===== src/rtl/toggle_hs_pkg.sv =====
// Shared types for the toggle-handshake receiver.
// Receiver FSM: IDLE accepts words directly, PEND holds one word while the FIFO is full.
package toggle_hs_pkg;

   typedef enum logic {
      IDLE = 1'b0,
      PEND = 1'b1
   } rx_state_t;

endpackage


===== src/rtl/toggle_edge_detect.sv =====
// Synchroniser chain plus previous-level register; flags every transition of tog_in.
// SYNC_STAGES = 0 means tog_in is already synchronous to clk and is used directly.
module toggle_edge_detect
   import toggle_hs_pkg::*;
#(
   parameter int SYNC_STAGES = 2
) (
   input  logic clk,
   input  logic rst,
   input  logic tog_in,
   output logic tog_s,
   output logic tog_edge
);

   logic r_prev;

   generate
      if (SYNC_STAGES == 0) begin : g_nosync
         assign tog_s = tog_in;
      end else begin : g_sync
         logic [SYNC_STAGES-1:0] r_sync;
         if (SYNC_STAGES == 1) begin : g_one
            always_ff @(posedge clk) begin
               if (rst) r_sync <= '0;
               else     r_sync <= tog_in;
            end
         end else begin : g_chain
            always_ff @(posedge clk) begin
               if (rst) r_sync <= '0;
               else     r_sync <= {r_sync[SYNC_STAGES-2:0], tog_in};
            end
         end
         assign tog_s = r_sync[SYNC_STAGES-1];
      end
   endgenerate

   always_ff @(posedge clk) begin
      if (rst) r_prev <= 1'b0;
      else     r_prev <= tog_s;
   end

   assign tog_edge = tog_s ^ r_prev;

endmodule


===== src/rtl/toggle_hs_receiver.sv =====
// Receiving end of a two-phase toggle handshake: captures one word per req_tog transition
// into a first-word-fall-through FIFO and answers each accepted word with an ack_tog toggle.
//
// state | meaning
// IDLE  | words go straight into the FIFO on each detected edge
// PEND  | FIFO was full on an edge; word parked in r_hold, ack withheld until a pop
module toggle_hs_receiver
   import toggle_hs_pkg::*;
#(
   parameter int DATA_W      = 8,
   parameter int DEPTH       = 4,
   parameter int SYNC_STAGES = 2
) (
   input  logic                     clk,
   input  logic                     rst,
   input  logic                     req_tog,
   input  logic [DATA_W-1:0]        req_data,
   output logic                     ack_tog,
   output logic                     out_valid,
   output logic [DATA_W-1:0]        out_data,
   input  logic                     out_ready,
   output logic [$clog2(DEPTH):0]   count,
   output logic                     overflow
);

   localparam int AW = $clog2(DEPTH);
   localparam int CW = AW + 1;
   localparam logic [CW-1:0] CNT_FULL = CW'(DEPTH);

   logic [DATA_W-1:0] r_mem [DEPTH];
   logic [DATA_W-1:0] r_hold;
   logic [AW-1:0]     r_wr_ptr;
   logic [AW-1:0]     r_rd_ptr;
   logic [CW-1:0]     r_count;
   logic              r_ack;
   logic              r_ovf;
   rx_state_t         r_state;

   logic              w_unused_req_s;
   logic              w_edge;
   logic              w_pop;
   logic              w_push_ok;
   logic              w_push;
   logic              w_to_pend;
   logic [DATA_W-1:0] w_wr_data;

   toggle_edge_detect #(
      .SYNC_STAGES (SYNC_STAGES)
   ) u_edge (
      .clk      (clk),
      .rst      (rst),
      .tog_in   (req_tog),
      .tog_s    (w_unused_req_s),
      .tog_edge (w_edge)
   );

   assign w_pop     = (r_count != '0) && out_ready;
   // A pop in the same cycle frees a slot, so a full FIFO can still take the word.
   assign w_push_ok = (r_count < CNT_FULL) || w_pop;

   always_comb begin
      w_push    = 1'b0;
      w_to_pend = 1'b0;
      w_wr_data = req_data;
      case (r_state)
         IDLE: begin
            w_push    = w_edge && w_push_ok;
            w_to_pend = w_edge && !w_push_ok;
         end
         PEND: begin
            w_push    = w_pop;
            w_wr_data = r_hold;
         end
         default: ;
      endcase
   end

   always_ff @(posedge clk) begin
      if (rst) begin
         r_state  <= IDLE;
         r_ack    <= 1'b0;
         r_ovf    <= 1'b0;
         r_wr_ptr <= '0;
         r_rd_ptr <= '0;
         r_count  <= '0;
      end else begin
         if (w_push) begin
            r_ack    <= ~r_ack;
            r_wr_ptr <= r_wr_ptr + AW'(1);
         end
         if (w_pop) r_rd_ptr <= r_rd_ptr + AW'(1);

         case ({w_push, w_pop})
            2'b10:   r_count <= r_count + CW'(1);
            2'b01:   r_count <= r_count - CW'(1);
            default: ;
         endcase

         case (r_state)
            IDLE: if (w_to_pend) r_state <= PEND;
            PEND: begin
               // Sender toggled again before its parked word was acknowledged; that word is lost.
               if (w_edge) r_ovf <= 1'b1;
               if (w_pop)  r_state <= IDLE;
            end
            default: r_state <= IDLE;
         endcase
      end
   end

   always_ff @(posedge clk) begin
      if (w_push)    r_mem[r_wr_ptr] <= w_wr_data;
      if (w_to_pend) r_hold <= req_data;
   end

   assign ack_tog   = r_ack;
   assign out_valid = (r_count != '0);
   assign out_data  = r_mem[r_rd_ptr];
   assign count     = r_count;
   assign overflow  = r_ovf;

endmodule

===== config.mk =====
export PLATFORM = sky130hd
export DESIGN_NAME = toggle_hs_receiver
export DESIGN_NICKNAME = d
export VERILOG_FILES = /design/src/rtl/toggle_hs_pkg.sv /design/src/rtl/toggle_edge_detect.sv /design/src/rtl/toggle_hs_receiver.sv
export SDC_FILE = /design/constraint.sdc
export NUM_CORES = 1
export LEC_CHECK = 0
export ABC_AREA = 1
export CAP_MARGIN = 0
export CORE_AREA = 2 2 91 93
export DETAILED_ROUTE_END_ITERATION = 16
export DIE_AREA = 0 0 93 95
export PLACE_DENSITY = 0.53
export SYNTH_ARGS = -nofsm -noshare
export SYNTH_HDL_FRONTEND = slang
export SYNTH_SLANG_ARGS = --single-unit

===== constraint.sdc =====
create_clock -name clk -period 2.65 [get_ports clk]
set_clock_uncertainty 0.1 [all_clocks]
set_input_delay 0.53 -clock clk [delete_from_list [all_inputs] [get_ports clk]]
set_output_delay 0.53 -clock clk [all_outputs]
set_load 0.01 [all_outputs]

# After elaboration in Yosys (flattened, before gate mapping)

Memories as Yosys holds them, arrays and structs flattened. A register that Yosys moved wholly into a read port is not among the register bits.
Cells that the tools add are included.

Order comparisons: 1
Reductions and logical operators: 8
Mux-type cells: 11
Add/subtract/negate cells: 4
Equal/unequal tests: 2
Bitwise logic cells: 3

Operators by type and width:

| cell                                              | number |
|---|---|
| two-way mux 8 bit                                 | 1 |
| case mux 3 bit (2 select lines)                   | 1 |
| two-way mux 1 bit                                 | 5 |
| adder 2 x 1 -> 2 bit, second input constant       | 2 |
| two-way mux 2 bit                                 | 2 |
| case mux 1 bit (2 select lines)                   | 2 |
| adder 3 x 1 -> 3 bit, second input constant       | 1 |
| logical AND 1 bit                                 | 3 |
| less-than comparator 3 bit, second input constant | 1 |
| nonzero test 3 bit                                | 1 |
| subtractor 3 x 1 -> 3 bit, second input constant  | 1 |
| == test 2 x 1 -> 1 bit, second input constant     | 1 |
| == test 2 bit, second input constant              | 1 |
| inverter 1 bit                                    | 2 |
| AND reduction 2 bit                               | 1 |
| nonzero test 2 bit                                | 1 |
| logical NOT 1 bit                                 | 1 |
| logical OR 1 bit                                  | 1 |
| bitwise XOR 1 bit                                 | 1 |

Output and inout bits: 14
Bits in registers: 21
Word-level logic and storage cells: 39
Input bits: 12
Bits in writable memories: 32
Memories kept: 1

Memory list:

| name  | words | bits a word | rd ports | clocked after Yosys merged registers in | wr ports | line                     | RTL |
|---|---|---|---|---|---|---|---|
| r_mem | 4     | 8           | 1        | 1                                       | 1        | toggle_hs_receiver.sv:30 | `logic [DATA_W-1:0] r_mem [DEPTH];` |

# Longest topological paths before layout

Depth in word-level cells: 8
Mapped depth: 14
Gate-level depth less buffers: 13

# Hierarchy

From an unflattened synthesis, not the netlist that was laid out.

Cells, all modules: 203
Area total of the unflattened synthesis: 2258.4 sq um

By module, submodules not included:

| module             | cells each | area an instance (sq um) | seq. area each (sq um) | instances |
|---|---|---|---|---|
| toggle_hs_receiver | 190        | 2160.8                   | 1441.4                 | 1 |
| toggle_edge_detect | 13         | 97.6                     | 60.1                   | 1 |

# Least setup slack after synthesis

Ideal clock, no wire load.

Path kind: input to register
Start point: in out_ready
End point: reg r_count[2], in the netlist count[2]
Arrival time: 1.917 ns
Library setup time: 0.119 ns
Buffers on the path: 1
Slack: 0.514 ns
Cell stages on the path: 12
Data required time: 2.431 ns
Cell sequence: inv_1 > nand2_2 > nand3_4 > and2_4 > buf_6 > ha_1 > inv_1 > fa_1 > nand2_1 > nand3_1 > o21ai_0 > a21oi_1

Word-level cells in the longest chain between the ends: 6
Elaborated cells between the ends (all ways): 8
Those cells by class: eq/ne: 2; mux: 2; reduce/logical: 4

RTL lines:

| item                                                                  | line                     | RTL |
|---|---|---|
| start, declared                                                       | toggle_hs_receiver.sv:21 | `input logic out_ready,` |
| logical AND 1 bit (*)                                                 | toggle_hs_receiver.sv:57 | `assign w_pop = (r_count != '0) && out_ready;` |
| logical OR 1 bit                                                      | toggle_hs_receiver.sv:59 | `assign w_push_ok = (r_count < CNT_FULL) \|\| w_pop;` |
| logical AND 1 bit                                                     | toggle_hs_receiver.sv:67 | `w_push = w_edge && w_push_ok;` |
| case mux 1 bit (2 select lines)                                       | toggle_hs_receiver.sv:65 | `case (r_state)` |
| == test 2 x 1 -> 1 bit or == test 2 bit (tied branches)               | toggle_hs_receiver.sv:93 | `case ({w_push, w_pop})` |
| case mux 3 bit (2 select lines) or nonzero test 2 bit (tied branches) | n/a                      |  |
| end signal, assigned                                                  | toggle_hs_receiver.sv:94 | `2'b10: r_count <= r_count + CW'(1);` |
| end signal, assigned                                                  | toggle_hs_receiver.sv:95 | `2'b01: r_count <= r_count - CW'(1);` |
| end, declared                                                         | toggle_hs_receiver.sv:34 | `logic [CW-1:0] r_count;` |

Mark *: on every way between the ends. The rest lies on a longest branch, timed or not.
A chain may end at the register's enable or synchronous reset.

==> results.toml <==
[sta]
rsz0062_at_grt = "false"
min_period_over_period = 0.9527
hold_viol = 0
setup-tns-final_ps = 0
layout_setup_ws_ps = 125.3
min_period_ps = 2525
setup_violations = 0
max_freq_mhz = 396.1
relSlewSlack = 0.7867
finalMaxSlewViolations = 0
worstMarginPinSlew_ps = 319.5

[clock_tree]
clkTransAtPathRegs_ps = 110
insertion_delay_ps = 310
numClockSinks = 55
clockBufferDepth = 2
cts_buffers = 5
cts_tree = "yes"
cts_root_buf = "clkbuf_8"
cts_setup_buffers = 0
htree_levels = 2

[route]
routedWlPerCell_um = 12.36
vias = 1494
drt_first_pass_iters = 4
drtIter0Drc = 56
routed_via_density = 4.281
ant_nets = 0
routed_wl_um = 4312
drc = 0

[yosys]
netlist_area_mm2 = 0.002276
ys_warn_count = 0
syn_avg_cell_area_um2 = 10.94
synth_top_area_frac = 0.5278
ys_ff_latch = 55
netlist_instances = 208
synth_nets = 226
synthTopCellsByArea = "edfxtp_1 53%, dfxtp_1 13%, nand2_1 6.4%"
ys_types = 23
yosysSeqAreaShare = 0.6597
yosys.area.top_type = "edfxtp_1"

[floorplan]
die-height_um = 95
pin_count = 26
initial_utilization = 0.2871
die_x_um = 93
core_mm2 = 0.007928
dieArea_mm2 = 0.008835
num_rows = 33

[placement]
dp_slack_ps = 41.44
hpwl_um = 3006
gp_congestion = 0.7124
port_buffers = 25

[power]
ir_drop_mv = 0.4669
p_per_area_mw_per_mm2 = 763.1
leakagePower_uw = 0.001036

[critical_path]
cp_slowest_cell = "clkdlybuf4s50_1"
r2r_slack_ps = 490
crit_required_ps = 2020
path_cells = "inv_1, o21ai_0, o22ai_1, clkdlybuf4s50_1"
cp_max_fo = 9
crit_path_end_kind = "output pin"
critPathKind = "reg2out"
startpoint_type = "register"
crit_arrival_ps = 1890
slowest_delay_ps = 590

[global_routing]
grt_max_degree = 20
antenna_found_initial = 0
grt_use_total = 0.1014
first_global_vias = 1469
grt-ovfl-total = 0
grt_pass1_wl_um = 6879

[layout]
drive_gt1_frac = 0.1148
final_nets = 261
fill_cells = 813
areaGrowthSynthToFinish_pct = 22.37
antennaDiodeCount = 0

[run_status]
status = "finished, final reports clean"

[min_path]
min_path_type = "reg2reg"

[run]
max_cap_viol_count = 0
-- repair_timing --
action / in CTS / in global routing
setup endpoints to repair: 0 / 2
hold endpoints to repair: 0 / 0
resized for setup: 0 / 1
hold buffers: 0 / 0
-- final timing paths --
path,startpoint,endpoint,depth (start not counted)
hold reg to reg,u_edge.g_sync.r_sync[0],u_edge.g_sync.r_sync[1],2
setup reg to reg,r_state,count[2],11
hold / removal,u_edge.g_sync.r_sync[0],u_edge.g_sync.r_sync[1],2
setup / recovery,register,out_data[4],4
-- flip-flops by register name (all words and copies together) (netlist names), named ones only --
name / flops
r_mem: 32
overflow: 1
count: 3
r_hold: 8
r_state: 1
u_edge.g_sync.r_sync: 2
ack_tog: 1
u_edge.r_prev: 1
r_wr_ptr: 2
r_rd_ptr: 2
-- placed cells by master (no fill, tap or decap), types with 8 or more instances in the layout --
cell type and instances:
o22ai_1 8, o21ai_0 19, edfxtp_1 40, nand2_1 39
dfxtp_1 15, nor2_1 25, buf_4 8, a21oi_1 10
inv_1 23, clkdlybuf4s50_1 25
-- critical path, delay by kind of cell, from the launching register on --
kind | cells | cell delay (ps)
AO/OA/AOI/OAI | 2 | 330
flip-flops | 1 | 420
buffers and inverters | 2 | 850
-- cells by family (layout without fill, tap and decap cells) --
family / count (synthesis) / in the layout / share of synthesized area
xor gates and xnor gates: 1 / 1 / 0.003849
AOI/OAI and AO/OA: 37 / 37 / 0.08576
DFF: 55 / 55 / 0.6597
and+or+nand+nor: 79 / 79 / 0.1600
buffers and inverters: 30 / 66 / 0.05442
adders and majority gates: 6 / 6 / 0.03628
-- final cells by class --
class | instances | area, um^2 | area share
clock inverter | 3 | 25.02 | 0.008985
clock buffer | 5 | 68.82 | 0.02471
tap | 105 | 131.4 | 0.04717
timing repair buffer | 33 | 310.3 | 0.1114
sequential | 55 | 1501 | 0.5391
inverter | 25 | 97.59 | 0.03504
multi-input combinational | 123 | 650.6 | 0.2336
-- synth_stat cells --
cell      number
a21oi_1       10
and2_4         1
buf_2          3
buf_6          1
clkbuf_1       1
dfxtp_1       15
edfxtp_1      40
fa_1           1
ha_1           5
inv_1         24
inv_2          1
nand2_1       39
nand2_2        1
nand2_4        1
nand3_1        4
nand3_4        2
nand4_1        1
nor2_1        25
nor2_2         4
nor2_4         1
o21ai_0       19
o22ai_1        8
xor2_1         1
-- per-layer routing --
metal | vias to the layer above | track usage | part of all wire
met3 | 2 | 0.02953 | 0.033
met1 | 698 | 0.1191 | 0.47
met5 | - | 0 | 0
met2 | 27 | 0.1824 | 0.50
li1 | 767 | - | -
met4 | 0 | 0.02574 | 0.0037
-- report_power, final --
group / switching [uW] / internal (uW) / leakage [uW] / total (uW)
sequential: 46.0 / 980 / 0.000484 / 1030
clock: 293 / 193 / 0.0000452 / 486
combinational: 330 / 284 / 0.000506 / 613
total: 669 / 1460 / 0.00104 / 2130
-- metrics by stage --
step | util | power (uW) | hold WS [ps] | cells | instance area (um^2)
after global placement | 0.3390 | 1652 | 291.1 | 341 | 2688
final | 0.3513 | 2126 | 314.5 | 349 | 2785
after CTS | 0.3509 | 2147 | 316.5 | 349 | 2781
after floorplan | - | 1377 | 288.3 | 208 | 2276
after global routing | 0.3513 | 2245 | 342.8 | 349 | 2785
after detailed placement | 0.3390 | 1659 | 299.4 | 341 | 2688
Note: power is estimated with default switching activity, not from simulation.
